`src/rtl/manycore_noc_pkg.sv`:
```
// Shared NoC definitions: flit width default, transmitter state encoding and
// router address field helpers (x in addr[7:4], y in addr[3:0]).
package manycore_noc_pkg;

    localparam int unsigned FLIT_WIDTH_DEF = 32;

    localparam logic [1:0] ST_IDLE  = 2'd0;
    localparam logic [1:0] ST_HDR   = 2'd1;
    localparam logic [1:0] ST_SIZE  = 2'd2;
    localparam logic [1:0] ST_PAYLD = 2'd3;

    typedef enum logic [1:0] {
        IDLE  = ST_IDLE,
        HDR   = ST_HDR,
        SIZE  = ST_SIZE,
        PAYLD = ST_PAYLD
    } tx_state_t;

    typedef struct packed {
        logic [3:0] x;
        logic [3:0] y;
    } noc_xy_t;

    function automatic noc_xy_t addr_to_xy(input logic [7:0] addr);
        return addr;
    endfunction

    function automatic logic [7:0] xy_to_addr(input logic [3:0] x, input logic [3:0] y);
        return {x, y};
    endfunction

endpackage

```
`src/rtl/noc_port_tx.sv`:
```
// Credit-based flit transmitter: emits header, size and payload flits into a
// router input port, holding each flit in the output register until credited.
module noc_port_tx
    import manycore_noc_pkg::*;
#(
    parameter int unsigned FLIT_WIDTH = FLIT_WIDTH_DEF,
    parameter int unsigned SIZE_WIDTH = 16
) (
    input  logic                  clock,
    input  logic                  reset,
    input  logic                  start_in,
    input  logic [FLIT_WIDTH-1:0] dest_in,
    input  logic [SIZE_WIDTH-1:0] size_in,
    output logic                  busy_out,
    output logic                  done_out,
    input  logic                  pl_valid_in,
    input  logic [FLIT_WIDTH-1:0] pl_data_in,
    output logic                  pl_ready_out,
    output logic                  clock_tx,
    output logic                  tx,
    output logic [FLIT_WIDTH-1:0] data_o,
    input  logic                  credit_i
);

    tx_state_t             state, state_nx;
    logic [SIZE_WIDTH-1:0] cnt, cnt_nx;
    logic [SIZE_WIDTH-1:0] size_r, size_nx;
    logic [FLIT_WIDTH-1:0] data_nx;
    logic                  tx_nx;
    logic                  done_nx;
    logic                  adv;
    logic                  cnt_nz;
    logic                  take;

    assign clock_tx = clock;
    assign busy_out = (state != IDLE);
    assign adv      = ~tx | credit_i;
    assign cnt_nz   = (cnt != '0);
    // First payload flit is fetched while the size flit drains, keeping one flit per cycle.
    assign pl_ready_out = ((state == PAYLD) | (state == SIZE)) & cnt_nz & adv;
    assign take         = pl_valid_in & pl_ready_out;

    always_comb begin
        state_nx = state;
        cnt_nx   = cnt;
        size_nx  = size_r;
        data_nx  = data_o;
        tx_nx    = tx;
        done_nx  = 1'b0;
        case (state)
            IDLE: begin
                if (start_in) begin
                    size_nx  = size_in;
                    cnt_nx   = size_in;
                    data_nx  = dest_in;
                    tx_nx    = 1'b1;
                    state_nx = HDR;
                end
            end
            HDR: begin
                if (credit_i) begin
                    data_nx  = FLIT_WIDTH'(size_r);
                    state_nx = SIZE;
                end
            end
            SIZE, PAYLD: begin
                if (adv) begin
                    if (take) begin
                        data_nx  = pl_data_in;
                        tx_nx    = 1'b1;
                        cnt_nx   = cnt - SIZE_WIDTH'(1);
                        state_nx = PAYLD;
                    end else if (!cnt_nz) begin
                        tx_nx    = 1'b0;
                        done_nx  = 1'b1;
                        state_nx = IDLE;
                    end else begin
                        tx_nx    = 1'b0;
                        state_nx = PAYLD;
                    end
                end
            end
            default: state_nx = IDLE;
        endcase
    end

    always_ff @(posedge clock or negedge reset) begin
        if (!reset) begin
            state    <= IDLE;
            cnt      <= '0;
            size_r   <= '0;
            data_o   <= '0;
            tx       <= 1'b0;
            done_out <= 1'b0;
        end else begin
            state    <= state_nx;
            cnt      <= cnt_nx;
            size_r   <= size_nx;
            data_o   <= data_nx;
            tx       <= tx_nx;
            done_out <= done_nx;
        end
    end

endmodule
```
`config.mk`:
```
export PLATFORM = sky130hd
export DESIGN_NAME = noc_port_tx
export DESIGN_NICKNAME = d
export VERILOG_FILES = /design/src/rtl/manycore_noc_pkg.sv /design/src/rtl/noc_port_tx.sv
export SDC_FILE = /design/constraint.sdc
export NUM_CORES = 1
export LEC_CHECK = 0
export CAP_MARGIN = 25
export CORE_MARGIN = 3
export CORE_UTILIZATION = 48
export CTS_BUF_LIST = sky130_fd_sc_hd__clkbuf_2 sky130_fd_sc_hd__clkbuf_4 sky130_fd_sc_hd__clkbuf_8
export CTS_CLUSTER_DIAMETER = 60
export DETAILED_ROUTE_END_ITERATION = 8
export GPL_ROUTABILITY_DRIVEN = 0
export PLACE_DENSITY = 0.83
export SKIP_CTS_REPAIR_TIMING = 1
export SLEW_MARGIN = 20
export SYNTH_ARGS = -nofsm -noshare
export SYNTH_HDL_FRONTEND = slang
export SYNTH_SLANG_ARGS = --single-unit
```
`constraint.sdc`:
```
create_clock -name clock -period 2.25 [get_ports clock]
set_clock_uncertainty 0.15 [all_clocks]
set_input_delay 0.225 -clock clock [delete_from_list [all_inputs] [get_ports clock]]
set_output_delay 0.225 -clock clock [all_outputs]
set_load 0.01 [all_outputs]
```
==> results.txt, run 1 <==
----------------------------------------------------
[Final layout]
  Commonest cells after routing, fill and taps aside ... clkdlybuf4s50_1 (119), dfrtp_1 (67), nand2_1 (33)
  Leading cell type in the layout, fill and taps excluded ... clkdlybuf4s50_1
  Post-route insts no fill ... 563
  Post-layout net count ... roughly 550
  Number of antenna cells inserted ... 0
  Area added between synthesis and finish ... 46.5%
  Proportion of layout cells with a drive suffix above 1 ... 0.218

[Route]
  Wire per inst ... 18.3 µm
  Post-Route WL ... 10.3 mm
  Detail Route Antenna Nets ... 0
  Remaining routing DRC violations ... 0
  Via density ... between 5 and 6
  DR iter-0 viols ... 178
  Via Count ... 3,178
  First-pass iteration count of the detailed router ... 5

[Critical path]
  Worst endpoint required time ... around 1.9 ns
  Biggest fanout along the worst timing path ... 2
  Type of origin of the critical path ... clock port
  Data arrival time of the critical path ... 1.81 ns
  Worst Path Class, Setup ... clk -> out
  CP endpoint kind ... output port
  R2r worst-path depth ... 8

[STA]
  Unrepaired setup endpoints after global routing ... no
  Transition time at the pin with the least slew margin ... roughly 0.50 ns
  Total count of hold-check failures in the final report ... 0
  Relative max-transition margin ... 0.666
  Number of failing setup endpoints in the final timing report ... 0
  Number of max-slew violations in the final report ... 0

[Place]
  Estimated wirelength of the detail-placed design ... 7.46 mm
  Placed instance count ... about 540
  Port Buf Inserts ... roughly 120

[Power]
  Overall power after layout ... approximately 0.004 W
  Total power divided by cell area ... around 750 nW/µm²
  Static leakage ... between 2 and 2.5 nW
  Worst VDD drop ... ~440 µV

[Floorplan]
  Num rows ... 31
  Initial Utilization ... 0.502
  Die footprint ... slightly below 9000 µm²
  Number of top-level pins ... about 120
  DIE WIDTH ... just over 90 µm
  Core box area ... approximately 7300 µm²
  Height of the chip ... between 90 and 100 µm

[Clock network]
  Worst-skew pair later-pin latency ... between 0.4 and 0.5 ns
  CTS clk-pin slew, worst paths ... approximately 0.08 ns
  Clock tree from TritonCTS ... yes

[Global routing]
  GRT Max-Usage Layer ... met2
  Met1 usage in global routing ... 0.306
  Via count of the first global-routing pass ... about 3,200
  Total global-route track usage ... 0.239
  M3 GR Usage ... 0.0603
  Residual overflow from global routing ... 0
  Initial antenna violation count ... 0
  First-pass GRT wire length ... between 15 and 20 mm
  Maximum number of pins on one net before global-route repair ... 45
  Met2 global-route usage ... 0.386

[Yosys]
  Proportion of netlist area held by the largest area contributor ... 0.462
  EDFF count, synth ... 0
  Synth warnings ... 0
  Synthesized cell area ... ~3700 µm²
  #FFs+latches synth ... slightly below 70
  Post-Syn Instances ... 322
  Synthesized net count ... around 410
  Top cell type by total area after synthesis ... dfrtp_1
  Largest cells by area after synthesis ... dfrtp_1 (46%), mux2_4 (12%), mux2i_1 (6.0%)
  Post-synthesis average cell area ... about 11 µm²
  Number of distinct library cells after synthesis ... 47
  Post-synthesis sequential area ratio ... 0.462
  Post-synthesis async set-or-reset flop share ... 1.00
  Most used DFF post-synth ... dfrtp_1

[Job]
  Max-capacitance violation count ... 0

[Min path]
  Min-Delay Path Class ... in -> async

[Run status]
  Result of the run ... finished, final reports clean

----------------------------------------------------
[cell usage after synthesis (3+ instances only)]
cell type and instances:
nand2b_1 3, nand2_1 33, clkbuf_1 8, buf_2 9
mux2_2 16, a2bb2oi_1 7, a221oi_1 4, a21oi_1 3
a31oi_1 3, nand3_1 6, o311ai_0 3, nor2_1 5
nor3_1 4, o211ai_1 3, o22ai_1 6, nor2b_1 4
dfrtp_1 68, buf_6 3, mux2_4 30, o21ai_0 27
mux2i_1 22, inv_1 8, a22o_1 16
[logic make-up after synthesis]
group	count (synthesis)	share of synthesized area
AOI/OAI and AO/OA	86	0.168
muxes	68	0.231
DFF	68	0.462
and+or+nand+nor	67	0.0914
buffers and inverters	32	0.0438
adders and majority gates	1	0.00340
[path summary, 6_finish.rpt]
path / startpoint / to / slack (ns)
hold reg to reg: size_r[4] / size_r[4] / 0.36
min in group clock: size_in[10] / size_r[10] / 0.20
hold / removal: reset / size_r[10] / 0.11
setup / recovery: clock / clock_tx / 0.06
max in group asynchronous: reset / cnt[1] / 1.14
setup reg to reg: cnt[1] / data_o[31] / 0.12
[layout make-up]
| class | count | area, µm² |
|---|---|---|
| clock buffers | 14 | 189 |
| multi-input cells | 222 | 1850 |
| flip-flops and latches | 68 | 1700 |
| inverters | 9 | 33.8 |
| clock inverters | 6 | 63.8 |
| well taps | 99 | 124 |
| fillers | 513 | 1940 |
| repair buffers | 145 | 1430 |
[per-stage QoR]
stage | hold WS, ns | cell area (µm²) | setup TNS [ns] | utilization | setup WS (ns)
6_report | 0.111 | 5390 | 0 | 0.736 | 0.0617
4_1_cts | -0.419 | 5330 | -0.465 | 0.727 | -0.465
3_5_place_dp | 0.0636 | 5090 | 0 | 0.694 | 0.0439
5_1_grt | 0.169 | 5390 | 0 | 0.736 | 0.00430
2_1_floorplan | -0.221 | 3680 | 0 | - | 0.196
3_3_place_gp | 0.0546 | 5090 | 0 | 0.694 | 0.0715
[flip-flops by register name, indices dropped and copies added, names as in the netlist]
register	flops
done_out	1
tx	1
data_o	32
state	2
cnt	16
size_r	16
[routing by layer]
metal / vias up / part of all wire / routed length, µm
met2: 138 / 0.49 / 5080
met4: 0 / 0.013 / 135
met3: 13 / 0.073 / 756
met1: 1545 / 0.42 / 4320
met5: - / 0 / 0
li1: 1482 / - / -
[worst max-delay path: stages]
cell and delay, ns:
clkbuf_8 0.11, clkbuf_8 0.12, clkdlybuf4s50_1 0.46
[where the power goes]
part / switching [W] / internal [W] / leakage, nW / total, W
sequential: 0.000212 / 0.00142 / 0.837 / 0.00163
clock: 0.000522 / 0.000683 / 0.124 / 0.00120
combinational: 0.000511 / 0.000711 / 1.47 / 0.00122
(Power assumes the default switching activity.)
==> run 2, diff against run 1 <==
--- a/config.mk
+++ b/config.mk
@@ -12,7 +12,8 @@
 export CTS_CLUSTER_DIAMETER = 60
 export DETAILED_ROUTE_END_ITERATION = 8
 export GPL_ROUTABILITY_DRIVEN = 0
-export PLACE_DENSITY = 0.83
+export GPL_TIMING_DRIVEN = 0
+export PLACE_DENSITY = 0.92
 export SKIP_CTS_REPAIR_TIMING = 1
 export SLEW_MARGIN = 20
 export SYNTH_ARGS = -nofsm -noshare
==> run 2 against run 1 <==
  * Die area stayed put
  * Clock power is 24% higher
  * Register-to-register slack worse by 0.32 ns
  * Utilization is 3.4 points higher
  * Cell area is 4.7% higher
  * First-iteration DRC count grew to 3.8 times the previous value
  * Power is 10% higher
  * Sequential share of layout area is 1.4 points lower
  * The run now ends with design-rule violations, negative setup slack left
  * Hold slack worse by 0.073 ns
==> results.txt, run 2 (synthesis results as in run 1) <==
----------------------------------------------------
[Final layout]
  Top flop regs ... data_o (32), cnt (16), size_r (16)
  Core occupancy in the finished layout ... 0.770 (+0.0345)
  Post-layout net count ... 563 (+3.3%)
  Commonest cells after routing, fill and taps aside ... clkdlybuf4s50_1 (117), dfrtp_1 (68), nand2_1 (33)
  Final-layout fill cell count ... 364 (-29%)
  Number of antenna cells inserted ... 0 (unchanged)
  Flip-flop count of the largest register after layout ... 32 (unchanged)
  Most flops, register ... data_o
  Proportion of layout cells with a drive suffix above 1 ... 0.239 (+0.0209)
  Area added between synthesis and finish ... 53.4%
  Post-route insts no fill ... 581 (+3.2%)
  Leading cell type in the layout, fill and taps excluded ... clkdlybuf4s50_1
  Final design area excluding fillers ... 5650 µm² (+4.7%)

[Global routing]
  Total global-route track usage ... 0.292 (+0.0529)
  Via count of the first global-routing pass ... 3,603 (+13%)
  Initial antenna violation count ... 0 (unchanged)
  First-pass GRT wire length ... 19.3 mm (+19%)
  Residual overflow from global routing ... 0 (unchanged)
  Maximum number of pins on one net before global-route repair ... 45 (unchanged)

[Clock network]
  Worst-skew pair later-pin latency ... 0.47 ns (+0.02 ns)
  CTS clk-pin slew, worst paths ... 0.09 ns (about the same)
  Clock tree from TritonCTS ... yes

[STA]
  Least setup slack across all paths after layout ... -0.235 ns (-0.297 ns)
  Number of failing setup endpoints in the final timing report ... 39 (+39)
  Unrepaired setup endpoints after global routing ... yes
  Transition time at the pin with the least slew margin ... 0.629 ns (+0.128 ns)
  Sum Neg Setup Slack ... -6.14 ns (-6.14 ns)
  Crit share post-route ... 1.10
  Relative max-transition margin ... 0.579 (-0.0874)
  Achievable frequency ... between 400 and 500 MHz
  Total count of hold-check failures in the final report ... 0 (unchanged)
  Number of max-slew violations in the final report ... 0 (unchanged)
  Clock period minus final worst setup slack ... 2.49 ns

[Critical path]
  Biggest fanout along the worst timing path ... 5 (+3)
  Worst Path Class, Setup ... reg -> out
  Type of origin of the critical path ... flip-flop
  CP endpoint kind ... output port
  R2r worst-path depth ... 8 (unchanged)
  Worst endpoint required time ... 1.88 ns (about the same)
  Data arrival time of the critical path ... 2.11 ns (+0.30 ns)

[Route]
  Post-Route WL ... 15.5 mm (+51%)
  Via Count ... 3,846 (+21%)
  Via density ... 6.62 (+17%)
  DR iter-0 viols ... 678 (+280%)
  First-pass iteration count of the detailed router ... 9 (+4)
  Detail Route Antenna Nets ... 0 (unchanged)
  Wire per inst ... 26.8 µm (+46%)
  Remaining routing DRC violations ... 2 (+2)

[Floorplan]
  Die footprint ... 8760 µm² (unchanged)
  Height of the chip ... 93.6 µm (unchanged)
  Core box area ... 7330 µm² (unchanged)
  Initial Utilization ... 0.502 (unchanged)
  Num rows ... 31 (unchanged)
  Number of top-level pins ... 122 (unchanged)
  DIE WIDTH ... 93.6 µm (unchanged)

[Power]
  Static leakage ... 2.56 nW (+5.4%)
  Total power divided by cell area ... 793 nW/µm² (+5.4%)
  Worst VDD drop ... 435 µV (-0.66%)

[Job]
  Max-capacitance violation count ... 0 (unchanged)

[Min path]
  Min-Delay Path Class ... in -> async

[Run status]
  Violated checks ... design-rule violations, negative setup slack
  Result of the run ... finished, violations left

[Place]
  Placed instance count ... 543 (+0.37%)
  Instance area after placement ... 5030 µm² (-1.1%)
  Port Buf Inserts ... 121 (unchanged)
  Estimated wirelength of the detail-placed design ... 8.11 mm (+8.7%)

----------------------------------------------------
run 2: metal layers:
| layer | part of all wire | track usage | wire (µm) | vias to the layer above |
|---|---|---|---|---|
| li1 | - | - | - | 1506 |
| met1 | 0.33 | 0.348 | 5100 | 1800 |
| met2 | 0.47 | 0.484 | 7260 | 395 |
| met3 | 0.12 | 0.0756 | 1870 | 145 |
| met4 | 0.084 | 0.154 | 1310 | 0 |
| met5 | 0 | 0 | 0 | - |
run 2: worst paths after layout:
check	from	endpoint	slack, ns
setup / recovery	cnt[12]	pl_ready_out	-0.24
setup reg to reg	cnt[12]	data_o[12]	-0.20
hold reg to reg	size_r[12]	size_r[12]	0.35
hold / removal	reset	data_o[19]	0.04
max in group asynchronous	reset	cnt[11]	1.34
min in group clock	size_in[12]	size_r[12]	0.21
run 2: report_power, final:
part | leakage, nW | internal (W) | switching, W | total, W
sequential | 0.837 | 0.00142 | 0.000238 | 0.00166
clock | 0.164 | 0.000917 | 0.000572 | 0.00149
combinational | 1.56 | 0.000742 | 0.000591 | 0.00133
total | 2.56 | 0.00308 | 0.00140 | 0.00448
run 2: cell type report:
cell class / instances / area, µm² / share of cell area
inverters: 9 / 33.8 / 0.00598
repair buffers: 140 / 1430 / 0.254
plain buffers: 23 / 189 / 0.0335
flip-flops and latches: 68 / 1700 / 0.301
clock inverters: 5 / 100 / 0.0177
clock buffers: 15 / 193 / 0.0341
multi-input cells: 222 / 1870 / 0.332
well taps: 99 / 124 / 0.0219
run 2: worst max-delay path, stage by stage (launching register included):
cell	delay [ns]
dfrtp_1	0.46
nor4_2	0.41
and4_1	0.36
buf_6	0.15
buf_8	0.11
nor2_4	0.04
buf_6	0.13
run 2: through the flow:
step | total power, W | setup WS (ns) | hold WS, ns
floorplan | 0.00224 | 0.196 | -0.221
global placement | 0.00273 | -1.35 | 0.319
detailed placement | 0.00279 | -0.227 | -0.00358
CTS | 0.00418 | -0.825 | -0.486
global route | 0.00462 | -0.425 | 0.0622
finish | 0.00448 | -0.235 | 0.0381
==> run 3, diff against run 2 <==
--- a/config.mk
+++ b/config.mk
@@ -5,7 +5,7 @@
 export SDC_FILE = /design/constraint.sdc
 export NUM_CORES = 1
 export LEC_CHECK = 0
-export CAP_MARGIN = 25
+export CAP_MARGIN = 20
 export CORE_MARGIN = 3
 export CORE_UTILIZATION = 48
 export CTS_BUF_LIST = sky130_fd_sc_hd__clkbuf_2 sky130_fd_sc_hd__clkbuf_4 sky130_fd_sc_hd__clkbuf_8
@@ -15,7 +15,6 @@
 export GPL_TIMING_DRIVEN = 0
 export PLACE_DENSITY = 0.92
 export SKIP_CTS_REPAIR_TIMING = 1
-export SLEW_MARGIN = 20
 export SYNTH_ARGS = -nofsm -noshare
 export SYNTH_HDL_FRONTEND = slang
 export SYNTH_SLANG_ARGS = --single-unit
==> run 3 against run 2 <==
  * The flow finishes with violations (negative setup slack)
  * Combinational power barely moved
  * Register-to-register slack improved by 0.12 ns
  * Hold slack improved by 0.22 ns
  * Via count fell by 2.2%
  * Highest routed layer unchanged
  * Sequential power barely moved
  * Critical path depth did not move
  * Clock power fell by 9%
==> results.txt, run 3 (synthesis results as in run 1) <==
----------------------------------------------------
[Run status]
  Result of the run ... finished, violations left
  Violated checks ... negative setup slack

[Critical path]
  Data arrival time of the critical path ... 2.02 ns (-0.09 ns)
  CP max-delay cell ... dfrtp_2
  Delay of the slowest critical-path stage ... 0.45 ns (about the same)
  Worst endpoint required time ... 1.88 ns (about the same)
  R2r setup slk ... -0.08 ns (+0.12 ns)
  Number of buffer and inverter stages on the critical path ... 3 (unchanged)
  Type of origin of the critical path ... flip-flop
  Biggest fanout along the worst timing path ... 6 (+1)
  CP endpoint kind ... output port
  End of the worst register-to-register path ... data_o[21]
  Reg-to-reg critical path startpoint ... cnt[8]
  Worst Path Class, Setup ... reg -> out
  Number of stages on the worst setup path ... 6 (unchanged)
  Category of cells accounting for the largest share of critical-path delay ... simple AND/OR/NAND/NOR gates
  CP cell instances ... nor4_4 > and4_1 > buf_6 > buf_8 > nor2_2 > clkbuf_2
  R2r worst-path depth ... 8 (unchanged)

[Global routing]
  First-pass GRT wire length ... 17.7 mm (-8.5%)
  Initial antenna violation count ... 0 (unchanged)
  Via count of the first global-routing pass ... 3,414 (-5.2%)
  Maximum number of pins on one net before global-route repair ... 69 (+53%)
  Residual overflow from global routing ... 0 (unchanged)
  Total global-route track usage ... 0.267 (-0.0251)

[Power]
  Combinational power share ... 0.302 (+0.004)
  Worst VDD drop ... 364 µV (-16%)
  Part of the power in registers ... 0.383 (+0.013)
  Static leakage ... 2.51 nW (-1.9%)
  Power dissipated by switching net loads ... 0.00137 W (-1.8%)
  Total power divided by cell area ... 776 nW/µm² (-2.1%)
  Proportion of total power due to net switching ... 0.318 (+0.00511)
  Clock power frac ... 0.315 (-0.018)
  Cell Int Power ... 0.00295 W (-4.1%)

[STA]
  Relative max-transition margin ... 0.432 (-0.146)
  Least setup slack across all paths after layout ... -0.142 ns (+0.0929 ns)
  Number of failing setup endpoints in the final timing report ... 37 (-5.1%)
  Number of max-slew violations in the final report ... 0 (unchanged)
  Transition time at the pin with the least slew margin ... 0.852 ns (+0.223 ns)
  Worst slack on hold paths ... 0.255 ns (+0.217 ns)
  Crit share post-route ... 1.06 (-0.0413)
  Unrepaired setup endpoints after global routing ... yes
  Total count of hold-check failures in the final report ... 0 (unchanged)
  Achievable frequency ... 418 MHz (+3.9%)
  Clock period minus final worst setup slack ... 2.39 ns (-0.0929 ns)

[Place]
  Worst setup slack after placement ... -0.212 ns (+0.0145 ns)
  Port Buf Inserts ... 121 (unchanged)
  Estimated wirelength of the detail-placed design ... 7.90 mm (-2.6%)

[Final layout]
  Most flops, register ... data_o
  Area added between synthesis and finish ... 51.4%
  Core occupancy in the finished layout ... 0.760 (-0.0101)
  Commonest cells after routing, fill and taps aside ... clkdlybuf4s50_1 (117), dfrtp_1 (66), nand2_1 (33)
  Proportion of layout cells with a drive suffix above 1 ... 0.241 (+0.00207)
  Top flop regs ... data_o (32), cnt (16), size_r (16)
  Flip-flop count of the largest register after layout ... 32 (unchanged)
  Leading cell type in the layout, fill and taps excluded ... clkdlybuf4s50_1
  Number of antenna cells inserted ... 0 (unchanged)
  Post-layout net count ... 563 (unchanged)

[Floorplan]
  Num rows ... 31 (unchanged)
  Height of the chip ... 93.6 µm (unchanged)
  Core box area ... 7330 µm² (unchanged)
  DIE WIDTH ... 93.6 µm (unchanged)
  Initial Utilization ... 0.502 (unchanged)
  Number of top-level pins ... 122 (unchanged)
  Die footprint ... 8760 µm² (unchanged)

[Clock network]
  Clock tree from TritonCTS ... yes
  Worst-skew pair later-pin latency ... 0.47 ns (about the same)
  CTS clk-pin slew, worst paths ... 0.09 ns (about the same)

[Route]
  Remaining routing DRC violations ... 0 (-2)
  DR iter-0 viols ... 680 (+0.29%)
  First-pass iteration count of the detailed router ... 5 (-4)
  Wire per inst ... 24.3 µm (-9.2%)
  Post-Route WL ... 14.1 mm (-9.2%)
  Via Count ... 3,761 (-2.2%)
  Via density ... 6.47 (-2.2%)
  Detail Route Antenna Nets ... 0 (unchanged)

[Job]
  Max-capacitance violation count ... 0 (unchanged)

[Min path]
  Min-Delay Path Class ... in -> async

----------------------------------------------------
==> run 3: cell types whose count changed in the layout (fill, tap and decap cells not counted), moves of 2 or more <==
cell        change
buf_12          -2
buf_4           +2
clkbuf_16       -2
clkinvlp_4      +2
dfrtp_1         -2
dfrtp_2         +2
==> run 3: per-layer routing <==
layer  up-vias  share of wire  wire length (µm)  track usage
met1      1772           0.35              4930        0.319
met2       362           0.46              6570        0.440
li1       1518              -                 -            -
met3       109           0.12              1730       0.0796
met4         0          0.064               899        0.128
met5         -              0                 0            0
==> run 3: area by class of cell <==
type	instances	area, µm²
sequential	68	1700
inverter	9	33.8
tap	99	124
fill	366	1760
timing repair buffer	140	1380
buffer	23	186
clock buffer	14	185
clock inverter	6	88.8
multi-input combinational	222	1870
==> run 3: per-stage QoR <==
stage	power (W)	std cells	setup TNS, ns	instance area, µm²
2_1_floorplan	0.00224	322	0	3680
5_1_grt	0.00448	581	-8.20	5570
3_3_place_gp	0.00273	542	-91.97	5020
4_1_cts	0.00406	561	-1.72	5280
3_5_place_dp	0.00278	542	-0.376	5010
6_report	0.00433	581	-2.33	5570
==> run 3: power by group through the flow <==
stage | registers, W | clock network (W) | logic [W]
floorplan | 0.00163 | 0.0000366 | 0.000570
global placement | 0.00161 | 0.0000698 | 0.00105
detailed placement | 0.00163 | 0.0000698 | 0.00108
CTS | 0.00160 | 0.00135 | 0.00110
global route | 0.00168 | 0.00142 | 0.00138
finish | 0.00166 | 0.00136 | 0.00131
==> run 3: worst max path at each step <==
stage             from  slack [ns]            to
6_report        cnt[8]       -0.14  pl_ready_out
5_1_grt        cnt[13]       -0.30  pl_ready_out
4_1_cts         cnt[0]       -0.74  pl_ready_out
3_5_place_dp    cnt[0]       -0.21  pl_ready_out
3_3_place_gp     reset       -1.35     data_o[2]
2_1_floorplan   cnt[0]        0.20     data_o[0]
==> edit 1 (flow settings as in run 2) <==
Make the reset (`reset`) synchronous in one clocked block.
--- a/src/rtl/noc_port_tx.sv
+++ b/src/rtl/noc_port_tx.sv
@@ -84,7 +84,7 @@
         endcase
     end
 
-    always_ff @(posedge clock or negedge reset) begin
+    always_ff @(posedge clock) begin
         if (!reset) begin
             state    <= IDLE;
             cnt      <= '0;
Function: differs if reset is asserted again (counterexample within 4 cycles, from zero or initial values and one cycle with reset low); with reset held inactive, the same outputs for 4 cycles.
==> edit 1 against run 2 <==
The flow finishes with violations (negative setup slack). Routed wire length is 7.6% lower. Worst setup slack better by 0.22 ns. Synthesized area shrank 5.6%. Design area is 5.8% lower. Combinational power up 16%. Cell count rose by 14%. Sequential cell count did not move. Count of clock-buffer cells in the layout decreased by 1. Power grew 0.83%. Hold slack better by 0.16 ns. Sequential power fell by 11%. Global-route usage increased by 0.80 points. Critical path type is now register to register. Highest routed layer unchanged.
==> edit 1: results (changes against run 2) <==
STATUS
---------------------------------------------------------------------------
Result of the run ............................................ complete, but fails checks
Failing checks ............................................... negative setup slack

PLACEMENT
---------------------------------------------------------------------------
Count of port buffers added during placement .................          120   -0.83%
Number of cells after detailed placement .....................          626   +15%
Post-Place Cell Area .........................................    4800 um^2   -4.7%
HPWL Detailed ................................................      8.79 mm   +8.4%
Worst-case setup slack after placement .......................    -0.514 ns   -0.287 ns

SYNTHESIS
---------------------------------------------------------------------------
Synth Flop Type ..............................................      dfxtp_1
Syn Inst Count ...............................................          410   +27%
Adder-cell share of the synthesized area .....................       0.360%   +0.020 points
Top cells by area, synth ..................................... dfxtp_1 39%, mux2i_1 9.5%, nand2_1 7.8%
Part of the Yosys area used for sequential elements ..........        39.2%   -7.1 points
Top post-synthesis cells by count ............................ 72 x nand2_1, 68 x dfxtp_1, 41 x nor2_1
Total nets after synthesis ...................................          496   +22%
Unique cell type count in the Yosys netlist ..................           51   +8.5%
Multiplexer area fraction after synthesis ....................        9.50%   -14 points

PWR
---------------------------------------------------------------------------
Worst vdd ir .................................................       403 uV   -7.5%
Leakage Power ................................................      2.06 nW   -20%
Sequential share of power ....................................        32.9%   -4.1 points
Sw Pwr .......................................................      1.48 mW   +5.4%
Power density over cell area .................................  849 nW/um^2   +7.1%

TIMING
---------------------------------------------------------------------------
Total negative setup slack ...................................   -0.0255 ns   +6.12 ns
Actual transition at the worst max-transition pin ............     0.742 ns   +0.114 ns
Setup ws final ...............................................   -0.0153 ns   +0.220 ns
Final-report setup violation count ...........................            2   -95%
Hold WS ......................................................     0.195 ns   +0.156 ns

ROUTE
---------------------------------------------------------------------------
Total length of routed wires .................................      14.4 mm   -7.6%
DR iter-0 viols ..............................................          427   -37%
Vias per inst ................................................         6.31   -4.7%
Detailed Routing Iterations Pass 1 ...........................            7   -2

GLOBAL ROUTE
---------------------------------------------------------------------------
All-layer global routing usage ...............................        30.0%   +0.80 points
Wire length of the first global-routing pass .................      19.9 mm   +3.1%
Maximum number of pins on one net before global-route repair .           13   -71%

MIN PATH
---------------------------------------------------------------------------
Path category of the worst min-delay check ................... primary input to register

WORST SETUP PATH
---------------------------------------------------------------------------
Top cell family by delay on the critical path ................ compound AO/OA/AOI/OAI gates
Maximum fanout count along the critical path .................            6   +1
Critical register-to-register path endpoint .................. cnt[1]$_SDFFE_PN0P_

-- edit 1: cell count changes in the layout (fill, tap and decap cells not counted), sizes merged, moves of 28 or more --
cell   before  now
dfxtp       0   68
nor2        6   42
mux2       46    0
nand2      33   72
dfrtp      68    0
a21oi       5   33
-- edit 1: cell type report --
class | instances | area [um^2]
Tap cell | 96 | 120
Timing Repair Buffer | 137 | 1350
Buffer | 34 | 253
Fill cell | 378 | 1590
Clock buffer | 14 | 191
Multi-Input combinational cell | 302 | 1910
Inverter | 6 | 22.5
Clock inverter | 6 | 111
Sequential cell | 68 | 1370
-- edit 1: worst register-to-register path: stages, from the launching register on --
cell and delay (ns):
dfxtp_2 0.38, inv_2 0.05, ha_2 0.17, nor4b_4 0.15
and4_1 0.22, buf_6 0.13, o21ai_0 0.45, o211ai_1 0.22
a21oi_1 0.25
-- edit 1: logic make-up after synthesis --
logic type / count (synthesis)
DFF: 68
adders and majority gates: 1
AOI/OAI and AO/OA: 116
and+or+nand+nor: 152
muxes: 33
buffers and inverters: 40
-- edit 1: per-layer routing --
layer  part of all wire [%]  up-vias  GRT usage (%)
met2                     48      384           52.5
met3                     12       96           10.4
met4                    6.1        0           17.0
met1                     34     1918           31.0
li1                       -     1785              -
met5                      0        -              0
-- edit 1: how the worst max path moves through the flow --
stage / start / end / cells past startpoint
global placement: state[1]$_SDFFE_PN0P_ / pl_ready_out / 5
CTS: state[1]$_SDFFE_PN0P_ / pl_ready_out / 5
floorplan: cnt[0]$_SDFFE_PN0P_ / data_o[10]$_SDFFE_PN0P_ / 10
detailed placement: state[1]$_SDFFE_PN0P_ / pl_ready_out / 5
global route: cnt[0]$_SDFFE_PN0P_ / cnt[1]$_SDFFE_PN0P_ / 10
finish: cnt[0]$_SDFFE_PN0P_ / cnt[1]$_SDFFE_PN0P_ / 8
==> edit 2 (settings of run 2) <==
Made on the original files. `SIZE_WIDTH`: 16 -> 64.
--- a/src/rtl/noc_port_tx.sv
+++ b/src/rtl/noc_port_tx.sv
@@ -4,7 +4,7 @@
     import manycore_noc_pkg::*;
 #(
     parameter int unsigned FLIT_WIDTH = FLIT_WIDTH_DEF,
-    parameter int unsigned SIZE_WIDTH = 16
+    parameter int unsigned SIZE_WIDTH = 64
 ) (
     input  logic                  clock,
     input  logic                  reset,
Interface: changed (resized size_in); port bits go from 122 to 170. The function was not compared with the original's and may differ.
==> edit 2 against run 2 <==
The flow still finishes with violations (design-rule violations, negative setup slack). Routed wire length up 130%. Non-clock buffer count up 116. Sequential cell count up 64. Power up 100%. Hold slack worse by 0.035 ns. Worst setup slack worse by 0.63 ns. Clock power up 55%. Design area up 99%. Synthesized area up 110%. Register-to-register slack worse by 0.66 ns. Via count up 140%. Die area up 100%. Critical endpoint is now data_o[0]$_DFFE_PN0P_. Largest power group unchanged. Highest routed layer unchanged.
==> edit 2: results (changes against run 2) <==
STATUS
-----------------------------------------------------------------------------------
Result of the run .................................................... complete, but fails checks
Failing checks ....................................................... design-rule violations, negative setup slack

GLOBAL ROUTE
-----------------------------------------------------------------------------------
Wire length of the first global-routing pass .........................      46.0 mm   +140%
All-layer global routing usage .......................................        33.4%   +4.2 points
Vias in the first global route .......................................        8,223   +130%

LAYOUT
-----------------------------------------------------------------------------------
FF+latch count .......................................................          132   +94%
Number of multi-input logic gates ....................................          679   +210%
Fraction of layout instances using a drive strength above 1 ..........        19.4%   -4.5 points
Number of signal-net buffers in the layout ...........................          279   +71%
Registers with the most flip-flops ................................... cnt: 64 flops, data_o: 32 flops, size_r: 32 flops
Number of filler instances in the final layout .......................          948   +160%
Layout non-clock buf frac ............................................        23.4%   -5.3 points
Share of final layout cell area taken by clock buffers and inverters .        3.96%   -1.2 points
Multi-input logic area ...............................................    4520 um^2   +140%
Sequential cell area .................................................    3310 um^2   +94%
Cell area after layout ...............................................  11,200 um^2   +99%
NumNets Final ........................................................        1,262   +120%

TIMING
-----------------------------------------------------------------------------------
Setup ws final .......................................................    -0.864 ns   -0.628 ns
Final-report setup violation count ...................................          102   +160%

WORST SETUP PATH
-----------------------------------------------------------------------------------
Data arrival time of the worst path ..................................      3.45 ns   +1.34 ns
Largest stage delay on the critical path .............................      0.65 ns   +0.19 ns
Cell with the largest stage delay on the worst path ..................        or4_4
Nature of the critical path endpoint .................................     register
Startpoint of the most critical setup path ........................... cnt[16]$_DFFE_PN0P_
Maximum fanout count along the critical path .........................           10   +5

SYNTHESIS
-----------------------------------------------------------------------------------
Top cells by area, synth ............................................. dfrtp_1 43%, nand2_1 8.7%, mux2_2 4.8%
Unique cell type count in the Yosys netlist ..........................           68   +45%
Total nets after synthesis ...........................................        1,024   +150%
Adder-cell share of the synthesized area .............................       0.326%   -0.014 points
Top post-synthesis cells by count .................................... 177 x nand2_1, 132 x dfrtp_1, 68 x o21ai_0
Part of the Yosys area used for sequential elements ..................        43.0%   -3.2 points
Multiplexer area fraction after synthesis ............................        9.14%   -14 points
Compound-Gate Fraction of Synth Area .................................        20.2%   +3.4 points

ROUTE
-----------------------------------------------------------------------------------
Count of unresolved DRC violations after routing .....................           49   +47
DR iter-0 viols ......................................................        1,584   +130%

DIE
-----------------------------------------------------------------------------------
Width of the die .....................................................       132 um   +42%

PLACEMENT
-----------------------------------------------------------------------------------
Count of port buffers added during placement .........................          169   +40%
HPWL Detailed ........................................................      21.4 mm   +160%
Post-Place Cell Area .................................................  10,100 um^2   +100%

PWR
-----------------------------------------------------------------------------------
Leakage Power ........................................................      4.85 nW   +90%
Clock power share ....................................................        25.5%   -7.8 points

CLOCKING
-----------------------------------------------------------------------------------
Clock latency on the worst-skew pair .................................      0.60 ns   +0.13 ns

-- edit 2: cell count changes after synthesis, moves of 30 or more --
| cell | before | now |
|---|---|---|
| nand2_1 | 33 | 177 |
| dfrtp_1 | 68 | 132 |
| nor2_1 | 5 | 49 |
| mux2_4 | 30 | 0 |
| clkbuf_1 | 8 | 41 |
| a21oi_1 | 3 | 61 |
| o21ai_0 | 27 | 68 |
-- edit 2: metrics by stage --
step | TNS, ns | cells | total power [mW]
final | -76.87 | 1351 | 9.08
after CTS | -82.77 | 1305 | 8.46
after global routing | -79.91 | 1351 | 9.36
after global placement | -653.37 | 1269 | 6.08
after detailed placement | -75.78 | 1270 | 6.27
after floorplan | -33.06 | 889 | 5.18
-- edit 2: layer usage --
metal | global-route usage (%) | up-vias | routed length, um
met5 | 0 | - | 0
met4 | 18.2 | 0 | 2790
met3 | 10.2 | 289 | 5230
met2 | 50.8 | 1035 | 15200
met1 | 42.8 | 4293 | 11900
li1 | - | 3725 | -
